`config.mk`:
```
export PLATFORM = sky130hd
export DESIGN_NAME = sfifo_rd_stream
export DESIGN_NICKNAME = d
export VERILOG_FILES = /design/src/rtl/sfifo_rd_stream.sv
export SDC_FILE = /design/constraint.sdc
export NUM_CORES = 1
export LEC_CHECK = 0
export BUFFER_PORTS_ARGS = -buffer_cell sky130_fd_sc_hd__buf_2
export CAP_MARGIN = 15
export CORE_UTILIZATION = 43
export CTS_CLUSTER_DIAMETER = 120
export CTS_CLUSTER_SIZE = 28
export DETAILED_ROUTE_END_ITERATION = 6
export PLACE_DENSITY = 0.78
export SLEW_MARGIN = 20
export SYNTH_ARGS = -nofsm -noshare
export SYNTH_HDL_FRONTEND = slang
export SYNTH_SLANG_ARGS = --single-unit
```
`constraint.sdc`:
```
create_clock -name clk_sys -period 2.56 [get_ports clk_sys]
set_clock_uncertainty 0.15 [all_clocks]
set_input_delay 0.256 -clock clk_sys [delete_from_list [all_inputs] [get_ports clk_sys]]
set_output_delay 0.256 -clock clk_sys [all_outputs]
set_load 0.03 [all_outputs]
```
`src/rtl/sfifo_rd_stream.sv`:
```
// -----------------------------------------------------------------------------
// sfifo_rd_stream
//   Drain stage for the synchronous single-clock FIFO (normal, non-ahead mode).
//   Issues read enables, tracks reads still inside the FIFO RAM pipeline, and
//   lands the returned words in a small circular skid buffer. That buffer feeds
//   a valid/ready stream at one beat per cycle, hiding the FIFO read latency.
//
//   Optional feature macro: SFIFO_RD_STREAM_STAT_EN
//     defined   -> beat_cnt counts accepted beats (32-bit, wraps, reset only)
//     undefined -> beat_cnt tied to zero, no counter logic
//
// Parameters
//   DATA_WIDTH  width of FIFO read data and stream data
//   RD_LAT      cycles from fifo_ren to valid fifo_rdata (1 or 2)
//   BUF_DEPTH   skid buffer entries, >= RD_LAT+1 for full throughput (2..4)
//
// Ports
//   clk_sys     in   system clock, rising edge
//   reset       in   synchronous active-high reset
//   fifo_empty  in   FIFO empty flag (registered in the FIFO)
//   fifo_ren    out  FIFO read enable
//   fifo_rdata  in   FIFO read data, valid RD_LAT cycles after fifo_ren
//   m_valid     out  stream data valid
//   m_data      out  stream data
//   m_ready     in   consumer accepts the current beat
//   buf_cnt     out  words held in the skid buffer (reads in flight excluded)
//   beat_cnt    out  accepted-beat counter (optional feature)
// -----------------------------------------------------------------------------
module sfifo_rd_stream #(
  parameter int DATA_WIDTH = 8,
  parameter int RD_LAT     = 1,
  parameter int BUF_DEPTH  = RD_LAT + 1
) (
  input  logic                  clk_sys,
  input  logic                  reset,
  input  logic                  fifo_empty,
  output logic                  fifo_ren,
  input  logic [DATA_WIDTH-1:0] fifo_rdata,
  output logic                  m_valid,
  output logic [DATA_WIDTH-1:0] m_data,
  input  logic                  m_ready,
  output logic [2:0]            buf_cnt,
  output logic [31:0]           beat_cnt
);

  localparam int PTR_W = $clog2(BUF_DEPTH);
  typedef logic [PTR_W-1:0] ptr_t;
  localparam ptr_t LAST_PTR = ptr_t'(BUF_DEPTH - 1);

  logic [RD_LAT-1:0]     infl_sr_q, infl_sr_d;
  logic [DATA_WIDTH-1:0] buf_q [BUF_DEPTH];
  ptr_t                  wr_ptr_q, wr_ptr_d;
  ptr_t                  rd_ptr_q, rd_ptr_d;
  logic [2:0]            buf_cnt_q, buf_cnt_d;

  logic       pop;
  logic       wr_en;
  logic [3:0] infl;
  logic [3:0] occ_after_pop;

  // Reads still travelling through the FIFO RAM pipeline.
  always_comb begin
    infl = '0;
    for (int i = 0; i < RD_LAT; i++) begin
      infl = infl + 4'(infl_sr_q[i]);
    end
  end

  assign m_valid = (buf_cnt_q != 3'd0);
  assign m_data  = buf_q[rd_ptr_q];
  assign buf_cnt = buf_cnt_q;
  assign pop     = m_valid & m_ready;

  // A read whose marker sits in the last stage has its data on fifo_rdata now.
  assign wr_en = infl_sr_q[RD_LAT-1];

  // Every issued read owns a buffer slot from the moment it is issued, so the
  // buffer can never overflow. Crediting this cycle's pop is what allows a
  // read every cycle while the consumer keeps up.
  assign occ_after_pop = 4'(buf_cnt_q) + infl - 4'(pop);
  assign fifo_ren      = ~reset & ~fifo_empty & (occ_after_pop < 4'(BUF_DEPTH));

  // NOTE: every signal assigned here gets a default first, so no path leaves
  // it unassigned and no latch is inferred.
  always_comb begin
    infl_sr_d = '0;
    wr_ptr_d  = wr_ptr_q;
    rd_ptr_d  = rd_ptr_q;
    buf_cnt_d = buf_cnt_q;

    infl_sr_d[0] = fifo_ren;
    for (int i = 1; i < RD_LAT; i++) begin
      infl_sr_d[i] = infl_sr_q[i-1];
    end

    // Explicit wrap compare: BUF_DEPTH need not be a power of two.
    if (wr_en) begin
      wr_ptr_d = (wr_ptr_q == LAST_PTR) ? '0 : wr_ptr_q + 1'b1;
    end
    if (pop) begin
      rd_ptr_d = (rd_ptr_q == LAST_PTR) ? '0 : rd_ptr_q + 1'b1;
    end

    case ({wr_en, pop})
      2'b10:   buf_cnt_d = buf_cnt_q + 3'd1;
      2'b01:   buf_cnt_d = buf_cnt_q - 3'd1;
      default: buf_cnt_d = buf_cnt_q;
    endcase
  end

  // NOTE: state registers use non-blocking assignments so every flop samples
  // the pre-edge values regardless of process evaluation order.
  always_ff @(posedge clk_sys) begin
    if (reset) begin
      infl_sr_q <= '0;
      wr_ptr_q  <= '0;
      rd_ptr_q  <= '0;
      buf_cnt_q <= '0;
      // NOTE: the storage is reset as well because m_data is read straight
      // from it and must come out of reset as zero; it is only a few entries.
      for (int i = 0; i < BUF_DEPTH; i++) begin
        buf_q[i] <= '0;
      end
    end else begin
      infl_sr_q <= infl_sr_d;
      wr_ptr_q  <= wr_ptr_d;
      rd_ptr_q  <= rd_ptr_d;
      buf_cnt_q <= buf_cnt_d;
      if (wr_en) begin
        buf_q[wr_ptr_q] <= fifo_rdata;
      end
    end
  end

`ifdef SFIFO_RD_STREAM_STAT_EN
  logic [31:0] beat_cnt_q;

  always_ff @(posedge clk_sys) begin
    if (reset) begin
      beat_cnt_q <= '0;
    end else if (pop) begin
      beat_cnt_q <= beat_cnt_q + 32'd1;
    end
  end

  assign beat_cnt = beat_cnt_q;
`else
  assign beat_cnt = 32'd0;
`endif

endmodule

```
== Word level (Yosys, flattened, before mapping) ==
Memory sizes are Yosys's and may differ from the RTL's. A register that Yosys moved wholly into a read port is not among the register bits.
Cells that the tools add are included.

* Register bits: 6
* Memory bits (writable): 16
* Input port bits: 12
* Logic and storage cells: 35
* Memories: 1

{| class="wikitable"
|+ Memory list
! name !! depth !! bits a word !! read ports !! clocked after memory_dff !! wr ports !! RTL line !! source
|-
| buf_q || 2 || 8 || 1 || 1 || 2 || 51 || <nowiki>logic [DATA_WIDTH-1:0] buf_q [BUF_DEPTH];</nowiki>
|}

* Add/subtract/negate cells: 6
* Order comparisons: 1
* Eq/ne operators: 2
* Mux-type cells: 13
* Bitwise logic cells: 5
* Reductions and logical operators: 3

{| class="wikitable"
|+ Operators with widths
! cell !! number
|-
| $mux W1 || 11
|-
| $mux W8 || 1
|-
| $reduce_or A8 Y1 || 1
|-
| $pmux W3 S2 || 1
|-
| $add A3 B1 Y4 || 1
|-
| $lt A4 B2 Y1 const B || 1
|-
| $sub A4 B1 Y4 || 1
|-
| $add A3 B1 Y3 const B || 1
|-
| $and A1 B1 Y1 || 3
|-
| $reduce_bool A3 Y1 || 1
|-
| $sub A3 B1 Y3 const B || 1
|-
| $add A1 B1 Y1 const B || 2
|-
| $eq A2 B1 Y1 const B || 1
|-
| $eq A2 B2 Y1 const B || 1
|-
| $not A1 Y1 || 2
|-
| $reduce_bool A2 Y1 || 1
|}

== Depth between registers and ports, before layout ==
* Depth after elaboration: 5
* Mapped depth: 7
* Mapped depth without buffers: 7

== Worst setup path after synthesis ==
No wires, ideal clock.

* Path kind: register -> output
* From: reg buf_cnt_q[1], in the netlist buf_cnt[1]
* To: out fifo_ren
* Data arrival time: 2.801 ns
* Slack: -0.647 ns
* Stages on the path, launching flop included: 8
* Path buffers: 0
* Path through: dfxtp_1 o31a_2 ha_1 or2b_1 fa_1 xor2_1 nand3_1 nor3b_1

* Longest elaborated chain between the ends: 5
* Elaborated cells between the ends (all ways): 6
* Those cells by class: 2 x add/sub; 1 x order compare; 2 x bitwise; 1 x reduce/logical

{| class="wikitable"
|+ RTL lines
! what !! RTL line !! source
|-
| from (decl) || 54 || <nowiki>logic [2:0] buf_cnt_q, buf_cnt_d;</nowiki>
|-
| from (signal assigned) || 128 || <nowiki>buf_cnt_q <= buf_cnt_d;</nowiki>
|-
| $reduce_bool A3 Y1 || 69 || <nowiki>assign m_valid = (buf_cnt_q != 3'd0);</nowiki>
|-
| $and A1 B1 Y1 || 72 || <nowiki>assign pop = m_valid & m_ready;</nowiki>
|-
| named net pop || 56 || <nowiki>logic pop;</nowiki>
|-
| $sub A4 B1 Y4 || 80 || <nowiki>assign occ_after_pop = 4'(buf_cnt_q) + infl - 4'(pop);</nowiki>
|-
| $lt A4 B2 Y1 || 81 || <nowiki>assign fifo_ren = ~reset & ~fifo_empty & (occ_after_pop < 4'(BUF_DEPTH));</nowiki>
|-
| $and A1 B1 Y1 || 81 ||
|-
| to (decl) || 37 || <nowiki>output logic fifo_ren,</nowiki>
|}

The timed path passes the listed nets, and every way through them passes these cells.

== Worst setup path after layout ==
* From: reg buf_cnt_q[2], in the netlist buf_cnt[2]
* To: out fifo_ren

Same word-level chain as after synthesis.

==> impl_metrics.env <==
export IMPL_worstPathArrival_ps=2440
export IMPL_vdd_drop_max_v=0.0006084
export IMPL_synth_cell_types=27
export IMPL_start_util_pct=45.29
export IMPL_nFillCells=303
export IMPL_crit_family="adder cells"
export IMPL_syn_to_final_growth_pct=12.31
export IMPL_yosys_warnings=0
export IMPL_io_pins=57
export IMPL_cp_required_ps=2150
export IMPL_global_route_usage_met3_pct=2.857
export IMPL_synthTopCellsByArea="edfxtp_1 35%, buf_4 17%, dfxtp_1 10%"
export IMPL_die_area_um2=3446
export IMPL_nets=172
export IMPL_drive_above_1_share_pct=35.71
export IMPL_fin_setup_tns_ps=-286.1
export IMPL_layout_setup_ws_ps=-286.1
export IMPL_clk_path_buf_depth=2
export IMPL_multi_input_area_um2=645.6
export IMPL_met1_usage_pct=13.34
export IMPL_fp_row_count=20
export IMPL_die_h_um=58.71
export IMPL_vias_per_cell=4.364
export IMPL_cts_sinks=23
export IMPL_status="complete, but fails checks"
export IMPL_design_area_um2=1553
export IMPL_p_leak_nw=0.6844
export IMPL_crit_fanout=2
export IMPL_core_area_um2=3053
export IMPL_grt_max_degree=13
export IMPL_cts_hold_buf=0
export IMPL_cp_start_kind="flop"
export IMPL_avgRoutedWirePerCell_um=10.52
export IMPL_cp_slowest_stage_delay_ps=530
export IMPL_num_antenna_cells=0
export IMPL_ys_ff_latch=23
export IMPL_crit_buf_inv=1
export IMPL_routed_wl_um=2083
export IMPL_synth_top_area_share_pct=34.75
export IMPL_syn_avg_cell_area_um2=11.24
export IMPL_grt_busiest_layer="met2"
export IMPL_gp_congestion=0.7217
export IMPL_grt_pass1_wl_um=3291
export IMPL_violations="negative setup slack"
export IMPL_grt_ovfl_total=0
export IMPL_setup_viol_count_final=1
export IMPL_drt_iter0_markers=27
export IMPL_fmaxAchievable_mhz=351.4
export IMPL_end_kind="primary output"
export IMPL_hold_viol=0
export IMPL_crit_type="flop to primary output"
export IMPL_syn_cell_area_um2=1383
export IMPL_maxCapViolCount=0
export IMPL_hold_path_class="input pin to flop"
export IMPL_dp_hpwl_um=1625
export IMPL_worstSkewPairLatency_ps=300
export IMPL_postRouteAntennaNets=0
export IMPL_slew_viol_final=0
export IMPL_vias=864
export IMPL_fp_dieW_um=58.71
export IMPL_postCtsSetupBuffers=0
export IMPL_period_needed_ps=2846
export IMPL_antenna_found_initial=0
export IMPL_cts_tree="done"
export IMPL_cp_slowest_cell="fa_2"
export IMPL_first_pass_iters=4
export IMPL_finalCritPeriodShare_pct=111.2
export IMPL_p_per_area_nw_per_um2=989.4
export IMPL_cts_root_buf="clkbuf_4"
export IMPL_cts_buffers=3
export IMPL_synth_largest_area_cell="edfxtp_1"
export IMPL_drcViolationCount=0
export IMPL_path_cells="o31a_4 -> ha_4 -> or2b_1 -> fa_2 -> nand3_2 -> nor3b_4 -> buf_6"
export IMPL_cts_max_level=1
export IMPL_ys_seq_area_share_pct=44.89
export IMPL_track_usage_pct=13.08
export IMPL_dpl_cell_area_um2=1513
export IMPL_use_met2_pct=25.29
export IMPL_port_buffers=24
export IMPL_syn_inst=123
export IMPL_seqCellArea_um2=631.9
export IMPL_clk_pin_slew_ps=120
export IMPL_rsz0062_at_grt="true"
export IMPL_grt_pass1_vias=800
==> layout make-up <==
type | instances | area share (%)
flip-flops and latches | 23 | 40.69
clock buffers | 4 | 1.692
repair buffers | 30 | 11.04
multi-input cells | 91 | 41.58
inverters | 6 | 1.450
well taps | 44 | 3.546
==> placed cells by master (no fill, tap or decap), drive strengths merged <==
master and count:
conb 32, or3 1, nor3b 2, nand4b 1
and2 16, a21o 1, dfxtp 7, nor3 2
inv 6, nand3 3, ha 3, a21oi 4
xnor2 2, o21ai 1, mux2 8, xor2 3
clkbuf 4, buf 30, fa 2, or2b 1
o31a 1, nor2 7, edfxtp 16, or2 1
==> registers in the layout (all words and copies together), names as in the netlist, named ones only <==
register and count:
buf_cnt 3, buf_q 16, infl_sr_q 1, rd_ptr_q 1, wr_ptr_q 1
==> path summary, 6_finish.rpt <==
path / from / to / slack (ps) / depth (start not counted)
worst max-delay path: buf_cnt[2] / fifo_ren / -290 / 7
worst max register to register: buf_cnt[2] / infl_sr_q / 340 / 6
worst min register to register: infl_sr_q / wr_ptr_q / 400 / 2
worst min-delay path: fifo_rdata[4] / buf_q[1][4] / 80 / 2
==> Yosys cell counts, drive strengths merged <==
library cell   n
buf           34
and2          16
edfxtp        16
mux2           8
dfxtp          7
nor2           7
inv            6
a21oi          4
ha             3
nand3          3
xor2           3
fa             2
nor3           2
nor3b          2
xnor2          2
a21o           1
conb           1
nand4b         1
o21ai          1
o31a           1
or2            1
or2b           1
or3            1
==> logic make-up after synthesis <==
group | Yosys count | share of synthesized area [%]
buffers and inverters | 40 | 20.18
multiplexers | 8 | 6.516
AO/OA/AOI/OAI | 7 | 3.077
other | 1 | 0.2712
XOR/XNOR | 5 | 3.711
adder cells (fa/ha/maj) | 5 | 5.611
AND/OR/NAND/NOR | 34 | 15.75
flip-flops | 23 | 44.89
==> timing repair <==
item	4_1_cts	5_1_grt
endpoints found under the setup margin	1	1
resized for setup	2	1
pin swaps	1	0
==> where the power goes <==
part / switching, W / total, W / internal [W]
Clock: 0.000103 / 0.000164 / 0.0000608
Combinational: 0.000497 / 0.000843 / 0.000346
Sequential: 0.0000513 / 0.000530 / 0.000479
Total: 0.000651 / 0.00154 / 0.000885
==> through the flow <==
step	power (W)	std cells	utilization [%]	hold WS, ps	setup WS [ps]
after global routing	0.001639	198	50.86	74.81	-346.9
after detailed placement	0.001361	194	49.55	384.4	-20.66
after global placement	0.001329	194	49.55	368.6	9.999
after floorplan	0.001204	154	-	295.0	-58.47
final	0.001536	198	50.86	84.43	-286.1
after CTS	0.001531	198	50.61	83.76	-315.5
==> layer usage <==
metal,vias up,wire length [µm]
met4,0,25
met3,4,126
met1,414,804
li1,408,-
met5,-,0
met2,38,1126
No activity file was read; power rests on OpenSTA's default activity.
